**src/rtl/fetch_sequencer.sv**
```systemverilog
// Instruction-fetch sequencer: one outstanding req/gnt/rvalid access, PC ownership,
// redirect squashing and stall hold, with a registered IF/ID presentation.

module fetch_sequencer_checker (
    input logic        clk,
    input logic        rst,
    input logic        req,
    input logic        gnt,
    input logic        valid,
    input logic [31:0] addr
);

    a_no_req_while_presenting: assert property (@(posedge clk) disable iff (rst)
        !(req && valid));

    a_req_held_until_gnt: assert property (@(posedge clk) disable iff (rst)
        (req && !gnt) |=> (req && $stable(addr)));

    a_addr_word_aligned: assert property (@(posedge clk) disable iff (rst)
        addr[1:0] == 2'b00);

endmodule

module fetch_sequencer #(
    parameter logic [31:0] RESET_PC = 32'h0000_0000,
    parameter logic [31:0] INST_NOP = 32'h0000_0013
) (
    input  logic        sys_clk_i,
    input  logic        rst_i,
    input  logic        redirect_i,
    input  logic [31:0] redirect_addr_i,
    input  logic        stall_i,
    output logic        imem_req_o,
    output logic [31:0] imem_addr_o,
    input  logic        imem_gnt_i,
    input  logic        imem_rvalid_i,
    input  logic [31:0] imem_rdata_i,
    output logic        if_valid_o,
    output logic [31:0] if_pc_o,
    output logic [31:0] if_inst_o
);

    typedef enum logic [1:0] {
        S_IDLE = 2'd0,
        S_REQ  = 2'd1,
        S_WAIT = 2'd2,
        S_OUT  = 2'd3
    } state_t;

    state_t      state_r, state_s;
    logic        req_r, req_s;
    logic [31:0] addr_r, addr_s;
    logic        valid_r, valid_s;
    logic [31:0] pc_r, pc_s;
    logic [31:0] inst_r, inst_s;
    logic        kill_r, kill_s;
    logic [31:0] target_r, target_s;
    logic [31:0] redir_pc_s;
    logic [31:0] seq_pc_s;

    assign redir_pc_s = redirect_addr_i & 32'hFFFF_FFFC;
    assign seq_pc_s   = pc_r + 32'd4;

    // State and registered outputs
    always_ff @(posedge sys_clk_i or posedge rst_i) begin
        if (rst_i) begin
            state_r  <= S_IDLE;
            req_r    <= 1'b0;
            addr_r   <= RESET_PC;
            valid_r  <= 1'b0;
            pc_r     <= RESET_PC;
            inst_r   <= INST_NOP;
            kill_r   <= 1'b0;
            target_r <= RESET_PC;
        end else begin
            state_r  <= state_s;
            req_r    <= req_s;
            addr_r   <= addr_s;
            valid_r  <= valid_s;
            pc_r     <= pc_s;
            inst_r   <= inst_s;
            kill_r   <= kill_s;
            target_r <= target_s;
        end
    end

    // Next-state and next-output decode
    always_comb begin
        state_s  = state_r;
        req_s    = req_r;
        addr_s   = addr_r;
        valid_s  = valid_r;
        pc_s     = pc_r;
        inst_s   = inst_r;
        kill_s   = kill_r;
        target_s = target_r;

        case (state_r)
            S_IDLE: begin
                req_s   = 1'b1;
                state_s = S_REQ;
                if (redirect_i) begin
                    target_s = redir_pc_s;
                    addr_s   = redir_pc_s;
                end else begin
                    addr_s = target_r;
                end
            end

            // The in-flight request is never withdrawn; a redirect only marks it dead.
            S_REQ: begin
                if (redirect_i) begin
                    kill_s   = 1'b1;
                    target_s = redir_pc_s;
                end else begin
                    kill_s = kill_r;
                end
                if (imem_gnt_i) begin
                    req_s   = 1'b0;
                    state_s = S_WAIT;
                end else begin
                    req_s = 1'b1;
                end
            end

            // A redirect arriving with the response counts as earlier, so it kills it.
            S_WAIT: begin
                if (redirect_i) begin
                    kill_s   = 1'b1;
                    target_s = redir_pc_s;
                end else begin
                    kill_s = kill_r;
                end
                if (imem_rvalid_i) begin
                    if (kill_r || redirect_i) begin
                        kill_s  = 1'b0;
                        req_s   = 1'b1;
                        addr_s  = redirect_i ? redir_pc_s : target_r;
                        state_s = S_REQ;
                    end else begin
                        inst_s  = imem_rdata_i;
                        pc_s    = addr_r;
                        valid_s = 1'b1;
                        state_s = S_OUT;
                    end
                end else begin
                    state_s = S_WAIT;
                end
            end

            S_OUT: begin
                if (redirect_i) begin
                    valid_s  = 1'b0;
                    inst_s   = INST_NOP;
                    req_s    = 1'b1;
                    addr_s   = redir_pc_s;
                    target_s = redir_pc_s;
                    state_s  = S_REQ;
                end else if (stall_i) begin
                    state_s = S_OUT;
                end else begin
                    valid_s  = 1'b0;
                    inst_s   = INST_NOP;
                    req_s    = 1'b1;
                    addr_s   = seq_pc_s;
                    target_s = seq_pc_s;
                    state_s  = S_REQ;
                end
            end

            default: begin
                state_s = S_IDLE;
                req_s   = 1'b0;
                valid_s = 1'b0;
                inst_s  = INST_NOP;
                kill_s  = 1'b0;
            end
        endcase
    end

    assign imem_req_o  = req_r;
    assign imem_addr_o = addr_r;
    assign if_valid_o  = valid_r;
    assign if_pc_o     = pc_r;
    assign if_inst_o   = inst_r;

    fetch_sequencer_checker u_checker (
        .clk   (sys_clk_i),
        .rst   (rst_i),
        .req   (req_r),
        .gnt   (imem_gnt_i),
        .valid (valid_r),
        .addr  (addr_r)
    );

endmodule
```
**config.mk**
```make
export PLATFORM = sky130hd
export DESIGN_NAME = fetch_sequencer
export DESIGN_NICKNAME = d
export VERILOG_FILES = /design/src/rtl/fetch_sequencer.sv
export SDC_FILE = /design/constraint.sdc
export NUM_CORES = 1
export LEC_CHECK = 0
export BUFFER_PORTS_ARGS = -buffer_cell sky130_fd_sc_hd__buf_2
export CAP_MARGIN = 15
export CORE_MARGIN = 3
export CORE_UTILIZATION = 35
export DETAILED_ROUTE_END_ITERATION = 8
export GPL_ROUTABILITY_DRIVEN = 0
export PLACE_DENSITY = 0.66
export REMOVE_ABC_BUFFERS = 1
export SLEW_MARGIN = 20
export SYNTH_ARGS = -nofsm -noshare
export SYNTH_HDL_FRONTEND = slang
export SYNTH_HIERARCHICAL = 1
export SYNTH_SLANG_ARGS = --single-unit
export TNS_END_PERCENT = 50
```
**constraint.sdc**
```tcl
create_clock -name sys_clk_i -period 3.8 [get_ports sys_clk_i]
set_clock_uncertainty 0.1 [all_clocks]
set_input_delay 0.19 -clock sys_clk_i [delete_from_list [all_inputs] [get_ports sys_clk_i]]
set_output_delay 0.19 -clock sys_clk_i [all_outputs]
set_load 0.02 [all_outputs]
```
==> After elaboration in Yosys (flattened, before gate mapping) <==
Cells that the tools add are included.
{ "word_totals": {"reg_bits": 133, "latch_bits": 0, "mem_bits_rw": 0, "romBits": 0, "in_bits": 70, "out_inout_bits": 98, "word_cells": 61, "mem_count": 0} }
{ "op_classes": {"add_sub_neg": 1, "multipliers": 0, "div": 0, "magnitude_cmp": 0, "n_eq_ne": 8, "shifts": 0, "n_mux": 33, "bitwise": 1, "reduce_logical": 10} }
{ "ops": {"columns": ["operator", "n"], "rows": [
  ["$mux W32", 9],
  ["$pmux W32 S2", 2],
  ["$pmux W32 S3", 1],
  ["$add A32 B3 Y32 const B", 1],
  ["$mux W1", 12],
  ["$mux W2", 5],
  ["$ne A2 B2 Y1 const B", 4],
  ["$pmux W2 S4", 1],
  ["$reduce_and A4 Y1", 2],
  ["$reduce_and A3 Y1", 2],
  ["$eq A2 B2 Y1 const B", 2],
  ["$pmux W1 S2", 2],
  ["$pmux W1 S4", 1],
  ["$reduce_bool A2 Y1", 2],
  ["$ne A3 B3 Y1 const B", 1],
  ["$reduce_bool A3 Y1", 1],
  ["$reduce_or A3 Y1", 1],
  ["$eq A2 B1 Y1 const B", 1],
  ["$logic_not A2 Y1", 1],
  ["$logic_or A1 B1 Y1", 1],
  ["$not A1 Y1", 1]
]} }

==> Logic depth before layout (Yosys ltp) <==
{ "depth": {"depth_word": 4, "mapped_depth": 8, "mapped_depth_nobuf": 7} }

==> Worst setup path before layout <==
Ideal clock, no wire load.
{ "synth_path": {"path_kind": "register -> register", "start": "register pc_r[2] (netlist: if_pc_o[2])", "end": "register target_r[24]", "setup_time_ns": 0.121, "t_arrival_ns": 2.196, "t_required_ns": 3.579, "setup_slack_ns": 1.383, "stages_incl_launch_ff": 8, "n_path_buf": 1, "synth_period_minus_slack_ns": 2.417, "path_cell_list": "dfrtp_1 ha_1 nand3_1 or4_1 buf_2 o31a_1 o31a_1 o22a_1"} }
{ "synth_via": {"elab_chain_len": 4} }
{ "synth_rtl": {"columns": ["item", "line", "text"], "rows": [
  ["start, declared", "54", "logic [31:0] pc_r, pc_s;"],
  ["start signal, assigned", "80", "pc_r <= pc_s;"],
  ["$add A32 B3 Y32", "62", "assign seq_pc_s = pc_r + 32'd4;"],
  ["$mux W32", "159", "end else if (stall_i) begin"],
  ["$mux W32", "152", "if (redirect_i) begin"],
  ["$pmux W32 S2", "98", "case (state_r)"],
  ["end signal, assigned", "83", "target_r <= target_s;"],
  ["end, declared", "57", "logic [31:0] target_r, target_s;"]
]} }
No other way between the ends. The select of a mux whose other input is x is not followed.
A chain may end at the register's enable or synchronous reset.

==> Final worst setup path <==
{ "layout_path": {"start": "register state_r[0]", "end": "register inst_r[1] (netlist: if_inst_o[1])"} }
{ "layout_via": {"elab_chain_len": 3} }
{ "layout_rtl": {"columns": ["item", "line", "text"], "rows": [
  ["start, declared", "50", "state_t state_r, state_s;"],
  ["start signal, assigned", "76", "state_r <= state_s;"],
  ["$eq A2 B2 Y1", "98", null],
  ["$ne A3 B3 Y1 (no line) (tied with other cells)", null, null],
  ["$reduce_and A4 Y1 (no line)", null, null],
  ["end signal, assigned", "81", "inst_r <= inst_s;"],
  ["end, declared", "55", "logic [31:0] inst_r, inst_s;"]
]} }
Several ways; a longest one is shown, not always the timed one.

==> impl_metrics.py <==
metrics = {
    "floorplanning": {
        "die_w_um": 140,
        "pin_count": 168,
        "dieArea_um2": 19600,
        "start_util_pct": 36.0,
        "die_h_um": 140,
        "rows": 48,
        "core_area_um2": 17500,
    },
    "synth": {
        "async_reset_ff_share_pct": 100,
        "seq_area_frac_synth_pct": 52.9,
        "yosys.area.top_type": "dfrtp_1",
        "synth-edff-count": 0,
        "synth_cells": 653,
        "ys_types": 49,
        "synthFlopType": "dfrtp_1",
        "syn-cell-area_um2": 6290,
        "avgSynthCellArea_um2": 9.64,
        "synth_top_cell_area_share_pct": 51.7,
        "synth_area_leaders": "dfrtp_1 52%, nand2_1 6.6%, mux2_2 5.0%",
        "ys_warn_count": 6,
        "ys_seq_elements": 133,
    },
    "pwr": {
        "netSwitchingPower_mw": 2.67,
        "power.density_nw_per_um2": 788,
        "leakagePower_nw": 4.15,
        "netSwitchingFraction_pct": 40.1,
        "intPower_mw": 3.99,
        "power_frac_comb_pct": 37.7,
        "max-vdd-ir-drop_mv": 0.387,
        "p_seq_share_pct": 36.0,
        "clkPwrFrac_pct": 26.3,
    },
    "critical_path": {
        "crit_path_end_kind": "flop",
        "r2r_slack_ns": 1.11,
        "critPathMaxFanout": 36,
        "cpPeakStageDelay_ns": 0.80,
        "cp-endpoint": "if_inst_o[1]",
        "arrival_ns": 2.89,
        "slowest_stage": "o221ai_4",
        "criticalPathCategory": "reg -> reg",
        "r2r_cells": 7,
        "critPathRequiredTime_ns": 4.00,
        "cp-start-kind": "flop",
        "cp_cell_sequence": "inv_1 > ha_1 > nor4bb_4 > buf_4 > a21boi_2 > o221ai_4 > o21ai_0",
        "rr_endpoint": "if_inst_o[1]",
        "reg2reg_from": "state_r[0]",
        "startpoint": "state_r[0]",
    },
    "clocking": {
        "clk-insertion-delay-late_ns": 0.41,
        "cts_tree": "yes",
        "path_clk_slew_ns": 0.06,
        "htree_num_levels": 4,
        "cts.sinks": 133,
        "ctsResizeCount": 0,
        "clockBufferDepth": 2,
        "cts_buffers": 17,
        "clockRootBuffer": "clkbuf_16",
    },
    "detailed_routing": {
        "firstDrtPassIters": 5,
        "drtAntennaViolNets": 0,
        "routed_wl_um": 18200,
        "dr.first_iter.drc_count": 409,
        "viasPerCell": 5.10,
        "wl_per_cell_um": 16.7,
        "num_vias": 5559,
        "drc": 0,
    },
    "cells_and_area": {
        "final_cells": 1091,
        "syn2layout_area_growth_pct": 34.3,
        "fillCellCount": 1630,
        "antenna_cells": 0,
        "final_nets": 929,
        "drive_above_1_share_pct": 29.0,
    },
    "grt": {
        "grt_pass1_vias": 5433,
        "grt_first_pass_wirelength_um": 29400,
        "grt_max_degree": 89,
        "grt_antenna_before_repair": 0,
        "grt_util_all_layers_pct": 18.6,
        "overflow": 0,
    },
    "min_path": {
        "hold_path_depth": 3,
        "hp-class": "in -> reg",
    },
    "timing": {
        "finalSetupTns_ns": 0,
        "period_share_pct": 70.8,
        "rsz0062_at_grt": "no",
        "finalHoldWorstSlack_ns": 0.0276,
        "final_max_slew_viol_count": 0,
        "fmax_mhz": 372,
        "maxSlewHeadroom_pct": 33.0,
        "setup_viol": 0,
        "worst_pin_slew_ns": 1.01,
        "finalHoldViolations": 0,
        "finalCriticalPeriod_ns": 2.69,
    },
    "placed_design": {
        "dpl.hpwl_um": 12300,
        "placed_cells": 1018,
        "io_buffers": 165,
    },
    "status": {
        "status": "completed",
    },
    "flow_run": {
        "max_cap_viol_count": 0,
    },
}
-- layout make-up --
| cell class | instances | area [um2] | area share, % |
|---|---|---|---|
| Multi-Input combinational cell | 466 | 2790 | 33.0 |
| Sequential cell | 133 | 3330 | 39.4 |
| Inverter | 12 | 50.0 | 0.592 |
| Timing Repair Buffer | 223 | 1360 | 16.1 |
| Clock buffer | 21 | 460 | 5.45 |
| Clock inverter | 11 | 174 | 2.06 |
| Tap cell | 225 | 282 | 3.33 |
-- power by group through the flow --
stage	Sequential, mW	Combinational, mW	Clock (mW)
detailed placement	2.41	2.49	0
floorplan	2.75	1.17	0
global placement	2.40	2.45	0
finish	2.39	2.51	1.75
global route	2.47	2.77	1.86
CTS	2.39	2.54	1.80
-- Yosys cell counts (all sizes together) (7+ instances only) --
cell and count:
nand4 10, nor2b 8, and3 8, a31oi 10
inv 12, mux2i 7, o21ai 34, mux2 28
xor2 10, a21oi 46, nor4 9, clkbuf 33
nand2 110, buf 9, xnor2 11, nand3 35
nor2 60, dfrtp 130
-- worst min path at each step --
stage,slack (ns),start,to
after floorplan,0.16,redirect_i,target_r[0]
after global placement,0.30,imem_gnt_i,imem_req_o
after detailed placement,0.30,imem_gnt_i,imem_req_o
after CTS,0.009,redirect_addr_i[5],target_r[5]
after global routing,0.03,redirect_addr_i[5],target_r[5]
final,0.03,redirect_addr_i[6],target_r[6]
-- worst max-delay path: cells and delay by family, from the launching register on --
family | cells | cell delay [ns]
DFF | 1 | 0.43
AOI/OAI and AO/OA | 3 | 1.24
buffers and inverters | 2 | 0.36
adders and majority gates | 1 | 0.26
and+or+nand+nor | 1 | 0.17
-- state kept, by name, summed over array words and instances (netlist names) --
register / flops
kill_r: 1
target_r: 32
if_inst_o: 32
imem_req_o: 1
state_r: 2
if_valid_o: 1
imem_addr_o: 32
if_pc_o: 32
-- cells in the final DEF, fill, tap and decap left out, types with 5 or more instances in the layout --
master	netlist	routed
xnor2_1	11	11
a31oi_1	10	10
a221o_1	5	5
inv_1	12	11
dlygate4sd3_1	0	41
mux2i_1	7	7
a222oi_1	6	6
nor4_1	8	8
nor3_1	6	6
o21ai_0	34	34
and3_1	8	8
nand3_1	35	35
nor2_1	60	60
clkbuf_16	0	17
nand2_1	110	110
nand4_1	9	9
xor2_1	10	10
buf_2	5	165
ha_1	6	6
a21oi_1	46	46
dfrtp_1	130	130
mux2_2	28	28
buf_4	0	17
o31a_1	6	6
nor2b_1	8	8
-- what timing repair did --
| item | 4_1_cts | 5_1_grt |
|---|---|---|
| hold buffers | 41 | 0 |
| setup buffers | 0 | 0 |
| endpoints found under the hold margin | 124 | 0 |
-- layer usage --
metal	track usage (%)	share of wire, %	up-vias
met2	29.7	47	175
li1	-	-	2712
met4	4.13	0.91	0
met5	0	0	-
met1	26.1	46	2660
met3	4.30	6.1	12
-- logic make-up after synthesis --
logic type / Yosys count / share of synthesized area, %
and+or+nand+nor: 263 / 19.2
AOI/OAI and AO/OA: 141 / 14.3
DFF: 133 / 52.9
buffers and inverters: 54 / 3.32
muxes: 35 / 6.12
xor gates and xnor gates: 21 / 2.92
adders and majority gates: 6 / 1.19
-- stage by stage --
stage / utilization (%) / worst slack, ns / area [um2] / power (mW)
6_report: 48.4 / 1.11 / 8450 / 6.66
5_1_grt: 48.4 / 0.843 / 8450 / 7.10
4_1_cts: 48.4 / 1.09 / 8450 / 6.72
3_5_place_dp: 42.4 / 1.09 / 7410 / 4.90
3_3_place_gp: 42.4 / 1.13 / 7410 / 4.85
2_1_floorplan: - / -4.14 / 6130 / 3.92
Note: power is estimated with default switching activity, not from simulation.
